==> src/rtl/gomoku_turn_ctrl_if.sv <==
// Judger / board-RAM / board-clear handshake bundle for gomoku_turn_ctrl.
// master = game-flow controller, slave = judger, RAM and clear engine.
interface gomoku_turn_ctrl_if #(
  parameter int EDGE_BITS = 3
);
  logic                   memrst_en;
  logic                   memrst_done;
  logic                   judge_start;
  logic                   judge_done;
  logic [1:0]             judge_result;
  logic                   ram_we;
  logic [2*EDGE_BITS-1:0] ram_wr_addr;
  logic [1:0]             ram_wr_data;

  modport master (
    output memrst_en, judge_start, ram_we, ram_wr_addr, ram_wr_data,
    input  memrst_done, judge_done, judge_result
  );

  modport slave (
    input  memrst_en, judge_start, ram_we, ram_wr_addr, ram_wr_data,
    output memrst_done, judge_done, judge_result
  );
endinterface

==> src/rtl/gomoku_turn_ctrl.sv <==
// Game-flow controller for N x N two-player connection games.
// Define GOMOKU_UNDO_EN to build in the one-level move undo.
module gomoku_turn_ctrl #(
  parameter int EDGE_BITS   = 3,
  parameter int TURN_SECS_H = 2,
  parameter int TURN_SECS_L = 5,
  parameter int START_TICKS = 2,
  parameter int WIN_MAX     = 9
) (
  input  logic                   clk,
  input  logic                   rst,
  input  logic                   sw_power,
  input  logic                   btn_reset,
  input  logic                   btn_ok,
  input  logic                   btn_undo,
  input  logic                   key_valid,
  input  logic [EDGE_BITS:0]     key_index,
  output logic                   key_received,
  input  logic                   flicker_tick,
  input  logic                   sec_tick,
  gomoku_turn_ctrl_if.master     bus,
  output logic [2:0]             state_o,
  output logic                   active_side,
  output logic [2*EDGE_BITS-1:0] pos,
  output logic                   pos_valid,
  output logic [3:0]             cnt_h,
  output logic [3:0]             cnt_l,
  output logic                   game_draw,
  output logic [3:0]             red_wins,
  output logic [3:0]             green_wins
);
  localparam int             EB      = EDGE_BITS;
  localparam int             CW      = 2*EB + 1;
  localparam logic [CW-1:0]  CELLS   = CW'(1) << (2*EB);
  localparam logic [3:0]     RELOADH = 4'(TURN_SECS_H);
  localparam logic [3:0]     RELOADL = 4'(TURN_SECS_L);
  localparam logic [3:0]     WMAX    = 4'(WIN_MAX);
  localparam logic [7:0]     ST_LAST = 8'(START_TICKS - 1);

  typedef enum logic [2:0] {
    STOPPED  = 3'd0,
    STARTING = 3'd1,
    RESET    = 3'd2,
    WAIT     = 3'd3,
    JUDGE    = 3'd4,
    END      = 3'd5,
    UNDO     = 3'd6
  } state_t;

  state_t          state;
  logic [2:0]      ok_sync;
  logic [EB-1:0]   x_pos, y_pos;
  logic            x_pressed, y_pressed;
  logic [CW-1:0]   piece_cnt;
  logic [7:0]      tick_cnt;
  logic            judge_issued;
  logic            ok_rise, timeout, undo_req;

  assign state_o       = state;
  assign pos           = {y_pos, x_pos};
  assign pos_valid     = x_pressed & y_pressed;
  assign bus.memrst_en = (state == RESET);
  assign ok_rise       = ok_sync[1] & ~ok_sync[2];
  assign timeout       = sec_tick && (cnt_h == 4'd0) && (cnt_l == 4'd0);

`ifdef GOMOKU_UNDO_EN
  logic [2:0]      undo_sync;
  logic            undo_avail;
  logic [2*EB-1:0] last_pos;
  logic            last_side;
  assign undo_req = undo_sync[1] & ~undo_sync[2] & undo_avail;
`else
  logic unused_btn_undo;
  assign unused_btn_undo = btn_undo;
  assign undo_req        = 1'b0;
`endif

  always_ff @(posedge clk or posedge rst) begin
    if (rst) begin
      state            <= STOPPED;
      ok_sync          <= '0;
      x_pos            <= '0;
      y_pos            <= '0;
      x_pressed        <= 1'b0;
      y_pressed        <= 1'b0;
      piece_cnt        <= '0;
      tick_cnt         <= '0;
      judge_issued     <= 1'b0;
      key_received     <= 1'b0;
      active_side      <= 1'b0;
      cnt_h            <= RELOADH;
      cnt_l            <= RELOADL;
      game_draw        <= 1'b0;
      red_wins         <= '0;
      green_wins       <= '0;
      bus.judge_start  <= 1'b0;
      bus.ram_we       <= 1'b0;
      bus.ram_wr_addr  <= '0;
      bus.ram_wr_data  <= '0;
`ifdef GOMOKU_UNDO_EN
      undo_sync        <= '0;
      undo_avail       <= 1'b0;
      last_pos         <= '0;
      last_side        <= 1'b0;
`endif
    end else begin
      ok_sync         <= {ok_sync[1:0], btn_ok};
      key_received    <= key_valid;
      bus.judge_start <= 1'b0;
      bus.ram_we      <= 1'b0;
`ifdef GOMOKU_UNDO_EN
      undo_sync       <= {undo_sync[1:0], btn_undo};
`endif
      if (!sw_power) begin
        state      <= STOPPED;
        red_wins   <= '0;
        green_wins <= '0;
        x_pressed  <= 1'b0;
        y_pressed  <= 1'b0;
      end else if (btn_reset) begin
        state <= RESET;
      end else begin
        case (state)
          STOPPED: begin
            state    <= STARTING;
            tick_cnt <= '0;
          end
          STARTING: begin
            if (flicker_tick) begin
              if (tick_cnt >= ST_LAST) state <= RESET;
              else                     tick_cnt <= tick_cnt + 8'd1;
            end
          end
          RESET: begin
            active_side <= 1'b0;
            piece_cnt   <= '0;
            x_pressed   <= 1'b0;
            y_pressed   <= 1'b0;
            game_draw   <= 1'b0;
`ifdef GOMOKU_UNDO_EN
            undo_avail  <= 1'b0;
`endif
            if (bus.memrst_done) state <= WAIT;
          end
          WAIT: begin
            // A commit freezes pos: a key arriving in the same cycle is dropped.
            if ((ok_rise || timeout) && pos_valid) begin
              state        <= JUDGE;
              judge_issued <= 1'b0;
            end else if (undo_req) begin
              state <= UNDO;
            end else if (timeout) begin
              active_side <= ~active_side;
              x_pressed   <= 1'b0;
              y_pressed   <= 1'b0;
              cnt_h       <= RELOADH;
              cnt_l       <= RELOADL;
            end else begin
              if (sec_tick) begin
                if (cnt_l == 4'd0) begin
                  cnt_l <= 4'd9;
                  cnt_h <= cnt_h - 4'd1;
                end else begin
                  cnt_l <= cnt_l - 4'd1;
                end
              end
              if (key_valid) begin
                if (key_index[EB]) begin
                  x_pos     <= key_index[EB-1:0];
                  x_pressed <= 1'b1;
                end else begin
                  y_pos     <= key_index[EB-1:0];
                  y_pressed <= 1'b1;
                end
              end
            end
          end
          JUDGE: begin
            if (!judge_issued) begin
              bus.judge_start <= 1'b1;
              judge_issued    <= 1'b1;
            end else if (bus.judge_done) begin
              x_pressed       <= 1'b0;
              y_pressed       <= 1'b0;
              bus.ram_wr_addr <= {y_pos, x_pos};
              bus.ram_wr_data <= active_side ? 2'b10 : 2'b01;
              if (bus.judge_result == 2'd2) begin
                bus.ram_we <= 1'b1;
                state      <= END;
                if (active_side) green_wins <= (green_wins >= WMAX) ? WMAX : green_wins + 4'd1;
                else             red_wins   <= (red_wins   >= WMAX) ? WMAX : red_wins   + 4'd1;
              end else if (bus.judge_result == 2'd1) begin
                bus.ram_we <= 1'b1;
                piece_cnt  <= piece_cnt + CW'(1);
`ifdef GOMOKU_UNDO_EN
                undo_avail <= 1'b1;
                last_pos   <= {y_pos, x_pos};
                last_side  <= active_side;
`endif
                if (piece_cnt + CW'(1) == CELLS) begin
                  game_draw <= 1'b1;
                  state     <= END;
                end else begin
                  active_side <= ~active_side;
                  state       <= WAIT;
                end
              end else begin
                active_side <= ~active_side;
                state       <= WAIT;
              end
            end
          end
          END: state <= END;
`ifdef GOMOKU_UNDO_EN
          UNDO: begin
            bus.ram_we      <= 1'b1;
            bus.ram_wr_addr <= last_pos;
            bus.ram_wr_data <= 2'b00;
            active_side     <= last_side;
            piece_cnt       <= piece_cnt - CW'(1);
            x_pressed       <= 1'b0;
            y_pressed       <= 1'b0;
            undo_avail      <= 1'b0;
            state           <= WAIT;
          end
`endif
          default: state <= STOPPED;
        endcase
      end
      // Outside WAIT the countdown is parked at its reload value.
      if (state != WAIT || !sw_power) begin
        cnt_h <= RELOADH;
        cnt_l <= RELOADL;
      end
    end
  end
endmodule

==> src/flat_wrapper.sv <==
// flat-port wrapper written by rule: the top's interface ports become plain ports
module gomoku_turn_ctrl_flat 
#(
  parameter int EDGE_BITS   = 3,
  parameter int TURN_SECS_H = 2,
  parameter int TURN_SECS_L = 5,
  parameter int START_TICKS = 2,
  parameter int WIN_MAX     = 9
)
  (clk, rst, sw_power, btn_reset, btn_ok, btn_undo, key_valid, key_index, key_received, flicker_tick, sec_tick, state_o, active_side, pos, pos_valid, cnt_h, cnt_l, game_draw, red_wins, green_wins, bus_memrst_en, bus_judge_start, bus_ram_we, bus_ram_wr_addr, bus_ram_wr_data, bus_memrst_done, bus_judge_done, bus_judge_result);
  gomoku_turn_ctrl_if #(.EDGE_BITS(EDGE_BITS)) bus_i ();
  input  logic clk;
  input  logic rst;
  input  logic sw_power;
  input  logic btn_reset;
  input  logic btn_ok;
  input  logic btn_undo;
  input  logic key_valid;
  input  logic [EDGE_BITS:0] key_index;
  output logic key_received;
  input  logic flicker_tick;
  input  logic sec_tick;
  output logic [2:0] state_o;
  output logic active_side;
  output logic [2*EDGE_BITS-1:0] pos;
  output logic pos_valid;
  output logic [3:0] cnt_h;
  output logic [3:0] cnt_l;
  output logic game_draw;
  output logic [3:0] red_wins;
  output logic [3:0] green_wins;
  output wire logic [$bits(bus_i.memrst_en)-1:0] bus_memrst_en;
  output wire logic [$bits(bus_i.judge_start)-1:0] bus_judge_start;
  output wire logic [$bits(bus_i.ram_we)-1:0] bus_ram_we;
  output wire logic [$bits(bus_i.ram_wr_addr)-1:0] bus_ram_wr_addr;
  output wire logic [$bits(bus_i.ram_wr_data)-1:0] bus_ram_wr_data;
  input wire logic [$bits(bus_i.memrst_done)-1:0] bus_memrst_done;
  input wire logic [$bits(bus_i.judge_done)-1:0] bus_judge_done;
  input wire logic [$bits(bus_i.judge_result)-1:0] bus_judge_result;
  assign bus_memrst_en = bus_i.memrst_en;
  assign bus_judge_start = bus_i.judge_start;
  assign bus_ram_we = bus_i.ram_we;
  assign bus_ram_wr_addr = bus_i.ram_wr_addr;
  assign bus_ram_wr_data = bus_i.ram_wr_data;
  assign bus_i.memrst_done = bus_memrst_done;
  assign bus_i.judge_done = bus_judge_done;
  assign bus_i.judge_result = bus_judge_result;
  gomoku_turn_ctrl #(.EDGE_BITS(EDGE_BITS), .TURN_SECS_H(TURN_SECS_H), .TURN_SECS_L(TURN_SECS_L), .START_TICKS(START_TICKS), .WIN_MAX(WIN_MAX)) u_core (.clk(clk), .rst(rst), .sw_power(sw_power), .btn_reset(btn_reset), .btn_ok(btn_ok), .btn_undo(btn_undo), .key_valid(key_valid), .key_index(key_index), .key_received(key_received), .flicker_tick(flicker_tick), .sec_tick(sec_tick), .bus(bus_i), .state_o(state_o), .active_side(active_side), .pos(pos), .pos_valid(pos_valid), .cnt_h(cnt_h), .cnt_l(cnt_l), .game_draw(game_draw), .red_wins(red_wins), .green_wins(green_wins));
endmodule
==> config.mk <==
export PLATFORM = sky130hd
export DESIGN_NAME = gomoku_turn_ctrl_flat
export DESIGN_NICKNAME = d
export VERILOG_FILES = /design/src/rtl/gomoku_turn_ctrl_if.sv /design/src/rtl/gomoku_turn_ctrl.sv /design/src/flat_wrapper.sv
export SDC_FILE = /design/constraint.sdc
export NUM_CORES = 1
export LEC_CHECK = 0
export CORE_MARGIN = 3
export CORE_UTILIZATION = 35
export CTS_BUF_LIST = sky130_fd_sc_hd__clkbuf_4
export DETAILED_ROUTE_END_ITERATION = 12
export MAX_ROUTING_LAYER = met4
export PLACE_DENSITY_LB_ADDON = 0.08
export SKIP_CTS_REPAIR_TIMING = 1
export SLEW_MARGIN = 20
export SYNTH_ARGS = -nofsm -noshare
export SYNTH_HDL_FRONTEND = slang
export SYNTH_SLANG_ARGS = --single-unit
==> constraint.sdc <==
create_clock -name clk -period 4.75 [get_ports clk]
set_clock_uncertainty 0.05 [all_clocks]
set_input_delay 0.7125 -clock clk [delete_from_list [all_inputs] [get_ports clk]]
set_output_delay 0.7125 -clock clk [all_outputs]
set_load 0.005 [all_outputs]
==> flow_summary.toml, run 1 <==
[floorplanning]
design.core.area_sq_um = 8760
die-area_sq_um = 10300
die-height_microns = 101
num_rows = 34
top_level_pins = 57
floorplan.initialDensity_pct = 36.3
chipWidth_microns = 101

[power_and_ir_drop]
combPwrFrac_pct = 12.4
pwr_density_cell_nw_per_um2 = 257
power.share.clock_pct = 34.7
peakVddDrop_mv = 0.122
total_switching_power_mw = 0.263
intPower_mw = 0.756
p_sw_share_pct = 25.8
seq_power_share_pct = 52.8
total_leakage_power_nw = 1.78

[sta]
fin_tns_setup_ps = 0
timing.final.setup_violations = 0
slew_viol_final = 0
post-route-min-period_ps = 2860
postLayoutSetupSlackWorst_ps = 1890
min_period_over_period_pct = 60.3
worstMarginPinSlew_ps = 696
setup_repair_after_global_routing_missed_its_margin = "false"
final_hold_viol_count = 0
maxClockFrequency_ghz = 0.349
hold_slack_ps = 310
relative_slew_slack_pct = 53.2

[routing]
drtPass1Iterations = 4
antenna_left = 0
detailroute.via_count = 2726
route.detailed.vias_per_inst = 5.29
route.detailed.drc = 0
initialDrtViolationCount = 137
avgRoutedWirePerCell_microns = 14.9
drt-total-wl_microns = 7680

[worst_setup_path]
crit_path_max_incr_delay_ps = 600
crit_type = "flip-flop to primary output"
timing.rr.start = "u_core.cnt_h[0]"
timing.rr.end = "u_core.y_pos[2]"
arrival_ps = 2100
crit_path_top_delay_cell = "sky130_fd_sc_hd__dfrtp_1"
worst-endpoint-required_ps = 3990
worst_setup_path_start_kind = "flip-flop"
reg2reg_setup_slack_ps = 2160
crit_fanout = 13
cp-end-kind = "primary output"
timing.critical_path.cells = "nand2b_1 > nor2_1 > clkdlybuf4s50_1"
worst_reg_to_reg_path_cell_count = 8

[clocking]
cts.path.max_buffers = 2
clockRootBuffer = "sky130_fd_sc_hd__clkbuf_4"
clkLatencyLatePin_ps = 390
tritoncts = "built"
clkTransAtPathRegs_ps = 100
clkSinkCount = 59
htree_levels = 3
cts-buffers-inserted = 9

[grt]
met1_usage_pct = 22.2
track_usage_pct = 16.6
grt_most_used_layer = "met2"
first_global_vias = 2712
groute.layer.met2.usage_pct = 25.0
grt_start_max_net_pins = 36
globalRouteMet3Util_pct = 3.10
global_route_wire_length_before_repair_microns = 13100
globalRoute.totalOverflow = 0
antenna_found_initial = 0

[synthesis]
syn-mean-instance-area_sq_um = 9.28
synthesized_net_count = 375
synthFlopType = "sky130_fd_sc_hd__dfrtp_1"
yosysWarnings = 0
ys_types = 63
number_of_enable_type_register_cells_in_the_synthesized_netlist = 0
synth_area_sq_um = 3180
syn-instance-count = 343
synth-seq-cells = 59
postSynth.asyncResetShare_pct = 100
synth.yosys.seq_area_share_pct = 46.5

[layout]
area_growth_pct = 24.6
post_layout_nonfiller_instances = 515
utilization_pct = 45.2
final_layout_size_suffix_gt1_share_pct = 8.35
finalNetCount = 434
insertedDiodeCount = 0

[place]
place.gp.congestion = 0.825
place.port_buffers = 55
placed_cells = 499
dp_hpwl_microns = 5580
pre_cts_slack_ps = 1560

[job]
drv_cap = 0

[worst_hold_path]
hold-path-endpoint = "u_core.ok_sync[1]"
worstHoldPathType = "flip-flop to flip-flop"
worstHoldStart = "u_core.ok_sync[0]"
worstHoldPathCells = 0

[run_status]
run_status = "finished clean"
==> worst max path at each step <==
stage | start | slack (ps) | to
6_report | u_core.state_o[1] | 1890 | bus_memrst_en
5_1_grt | u_core.state_o[1] | 1750 | bus_memrst_en
4_1_cts | u_core.state_o[1] | 1830 | bus_memrst_en
2_1_floorplan | sec_tick | 2410 | u_core.y_pos[0]
3_3_place_gp | sec_tick | 1570 | u_core.y_pos[1]
3_5_place_dp | sec_tick | 1560 | u_core.y_pos[2]
==> stage by stage <==
stage	total power, mW	area [sq um]
after CTS	1.04	3970
after global placement	0.677	3830
after floorplan	0.612	3180
after detailed placement	0.677	3830
final	1.02	3970
after global routing	1.08	3970
==> cells in the mapped netlist (all sizes together) (2+ instances only) <==
cell	n	area share, %
inv	19	2.2
nor4	5	1.5
clkbuf	4	0.47
o21a	2	0.47
nor2	32	3.8
a41oi	4	1.1
nor3	4	0.63
mux2	7	2.5
a31oi	7	1.4
o31ai	5	1.2
mux2i	2	0.63
dfrtp	56	44
a21boi	2	0.47
and3	6	1.2
nand4b	2	0.55
dfstp	3	2.5
a21oi	14	2.2
nand2	51	6.0
nand3	15	2.4
and2	3	0.67
o21ai	29	4.6
a31o	2	0.55
nand2b	3	0.59
nor2b	9	1.8
or3	2	0.39
o311ai	2	0.55
nor3b	5	1.2
a311oi	2	0.55
ha	15	5.9
or3b	2	0.55
buf	4	0.86
or2	2	0.39
xnor2	2	0.55
==> final cells by class <==
| class | instances | area, sq um |
|---|---|---|
| clock buffer | 12 | 90.1 |
| inverter | 19 | 71.3 |
| timing repair buffer | 56 | 558 |
| sequential | 59 | 1480 |
| fill | 868 | 4800 |
| tap | 108 | 135 |
| multi-input combinational | 257 | 1590 |
| clock inverter | 4 | 42.5 |
==> state kept, by name, indices dropped and copies added, names as in the netlist, 2 cells and up <==
register,flops
u_core.ok_sync,3
u_core.piece_cnt,7
u_core.state_o,3
u_core.tick_cnt,8
u_core.x_pos,3
u_core.cnt_h,4
u_core.cnt_l,4
u_core.bus.ram_wr_addr,6
u_core.red_wins,4
u_core.green_wins,4
u_core.bus.ram_wr_data,2
u_core.y_pos,3
==> critical path, delay by kind of cell (launching register included) <==
family / cells / cell delay [ps]
buffers and inverters: 1 / 570
flip-flops: 1 / 600
AND/OR/NAND/NOR: 2 / 540
==> power by group through the flow <==
stage	clock network [mW]	registers, mW	logic (mW)
6_report	0.354	0.539	0.127
5_1_grt	0.395	0.542	0.141
4_1_cts	0.370	0.539	0.129
3_5_place_dp	0	0.549	0.128
3_3_place_gp	0	0.549	0.128
2_1_floorplan	0	0.539	0.0723
==> logic make-up after synthesis <==
group / after synthesis / synth area share (%)
XOR/XNOR: 3 / 0.826
AND/OR/NAND/NOR: 149 / 23.8
adder cells (fa/ha/maj): 15 / 5.90
multiplexers: 9 / 3.11
buffers and inverters: 27 / 3.58
AO/OA/AOI/OAI: 81 / 16.2
flip-flops: 59 / 46.5
==> layout by cell type (no fill, tap or decap), drive strengths merged, types with 2 or more instances in the layout <==
cell	n
a21boi	2
a21oi	14
a311oi	2
a31o	2
a31oi	7
a41oi	4
and2	3
and3	6
clkbuf	12
clkdlybuf4s50	55
clkinv	3
dfrtp	56
dfstp	3
ha	15
inv	19
mux2	7
mux2i	2
nand2	51
nand2b	3
nand3	15
nand4b	2
nor2	32
nor2b	9
nor3	4
nor3b	5
nor4	5
o21a	2
o21ai	29
o311ai	2
o31ai	5
or2	2
or3	2
or3b	2
xnor2	2
==> layer usage <==
metal	share of wire [%]	vias up
met5	0	-
met4	1.3	0
met3	5.4	10
met2	46	89
met1	47	1283
li1	-	1344
No activity file was read; power rests on OpenSTA's default activity.
==> inputs of run 2 (changes only) <==
Clock period 4.75 ns to 2.9 ns, I/O delays scaled along.
==> run 2 against run 1 <==
  * Setup slack worse by 1600 ps
  * Sequential power up 63%
  * Non-clock buffer count up 12
  * Critical path type unchanged
  * Largest power group unchanged
==> flow_summary.toml, run 2 (synthesis gave the netlist of run 1 again) <==
[clocking]
clockRootBuffer = "sky130_fd_sc_hd__clkbuf_4"
clkSinkCount = 59
tritoncts = "built"
clkLatencyLatePin_ps = 410
htree_levels = 3
cts.path.max_buffers = 2
cts-buffers-inserted = 9
clkTransAtPathRegs_ps = 110

[grt]
first_global_vias = 2710
global_route_wire_length_before_repair_microns = 13100
antenna_found_initial = 0
track_usage_pct = 16.6
globalRoute.totalOverflow = 0
grt_start_max_net_pins = 51

[routing]
wirelength_met1_microns = 3760
route.detailed.drc = 0
routed-wl-met3_microns = 341
route.detailed.vias_per_inst = 5.23
initialDrtViolationCount = 102
top_signal_layer_used = "met4"
detailroute.via_count = 2754
antenna_left = 0
avgRoutedWirePerCell_microns = 14.6
drtPass1Iterations = 8
met2_wirelength_microns = 3490
drt-total-wl_microns = 7670

[power_and_ir_drop]
total_leakage_power_nw = 1.84
pwr_density_cell_nw_per_um2 = 411
peakVddDrop_mv = 0.196

[sta]
postLayoutSetupSlackWorst_ps = 244
timing.final.setup_violations = 0
hold_slack_ps = 196
relative_slew_slack_pct = 61.7
min_period_over_period_pct = 91.6
setup_repair_after_global_routing_missed_its_margin = "false"
final_hold_viol_count = 0
maxClockFrequency_ghz = 0.377
worstMarginPinSlew_ps = 572
fin_tns_setup_ps = 0
slew_viol_final = 0
post-route-min-period_ps = 2660

[floorplanning]
design.core.area_sq_um = 8760
top_level_pins = 57
num_rows = 34
floorplan.initialDensity_pct = 36.3
die-area_sq_um = 10300
die-height_microns = 101
chipWidth_microns = 101

[worst_setup_path]
worst-endpoint-required_ps = 2410
worst_setup_path_start_kind = "flip-flop"
timing.rr.end = "u_core.y_pos[0]"
arrival_ps = 2170
reg2reg_setup_slack_ps = 360
crit_fanout = 13
timing.rr.start = "u_core.cnt_l[1]"
crit_type = "flip-flop to primary output"
cp-end-kind = "primary output"
worst_reg_to_reg_path_cell_count = 8

[layout]
largest_register_ffs = 8
finalNetCount = 446
post_layout_nonfiller_instances = 527
max_flop_register = "u_core.tick_cnt"
utilization_pct = 46.4
area_growth_pct = 27.8
reg_top3 = "u_core.tick_cnt: 8 flops, u_core.piece_cnt: 7 flops, u_core.bus.ram_wr_addr: 6 flops"
n_fill_cell = 881
mostFrequentLayoutCells = "sky130_fd_sc_hd__dfrtp_1, sky130_fd_sc_hd__clkdlybuf4s50_1, sky130_fd_sc_hd__nand2_1"
layout.cells.most_common = "sky130_fd_sc_hd__dfrtp_1"
final_layout_size_suffix_gt1_share_pct = 11.0
insertedDiodeCount = 0

[place]
placed_cells = 511
place.gp.congestion = 0.792
dp_hpwl_microns = 5650
place.port_buffers = 55
pre_cts_slack_ps = 206

[job]
drv_cap = 0

[worst_hold_path]
worstHoldPathType = "input port to asynchronous set/reset pin"

[run_status]
run_status = "finished clean"
[run 2: cell type report]
class                           count  area (sq um)  area share, %
Clock buffer                       10          75.1           1.85
Inverter                           19          71.3           1.75
Clock inverter                      6          56.3           1.38
Sequential cell                    59          1480           36.4
Multi-Input combinational cell    257          1590           39.0
Tap cell                          108           135           3.32
Timing Repair Buffer               68           661           16.2
[run 2: worst max path at each step]
| stage | start | end | slack, ps | cells after the start |
|---|---|---|---|---|
| after floorplan | u_core.cnt_h[0] | u_core.y_pos[0] | 670 | 8 |
| after global placement | sec_tick | u_core.y_pos[1] | 270 | 7 |
| after detailed placement | sec_tick | u_core.y_pos[0] | 210 | 7 |
| after CTS | u_core.state_o[1] | bus_memrst_en | 230 | 3 |
| after global routing | u_core.state_o[1] | bus_memrst_en | 110 | 3 |
| final | u_core.state_o[1] | bus_memrst_en | 240 | 3 |
[run 2: metal layers]
layer  track usage, %  up-vias
li1                 -     1362
met4             4.60        0
met1             22.6     1328
met2             24.3       57
met3             4.27        7
met5                -        -
[run 2: power breakdown]
| part | internal [mW] | switching (mW) | leakage, nW |
|---|---|---|---|
| clock | 0.266 | 0.303 | 0.0752 |
| sequential | 0.849 | 0.0278 | 0.798 |
| combinational | 0.113 | 0.111 | 0.969 |
| total | 1.23 | 0.442 | 1.84 |
[run 2: critical path: stages (launching register included)]
cell                              delay (ps)
sky130_fd_sc_hd__dfrtp_1                 620
sky130_fd_sc_hd__nand2b_1                250
sky130_fd_sc_hd__nor2_1                  310
sky130_fd_sc_hd__clkdlybuf4s50_1         570
[run 2: metrics by stage]
| stage | power (mW) | cell area, sq um |
|---|---|---|
| after floorplan | 1.00 | 3180 |
| after global placement | 1.12 | 3940 |
| after detailed placement | 1.12 | 3940 |
| after CTS | 1.71 | 4070 |
| after global routing | 1.77 | 4070 |
| final | 1.67 | 4070 |
==> inputs of run 3 (changes only) <==
Settings changed: CAP_MARGIN set to 20, GPL_ROUTABILITY_DRIVEN set to 0.
==> results of run 3 <==
The final DEF is identical to that of run 2; final timing and power are the same.
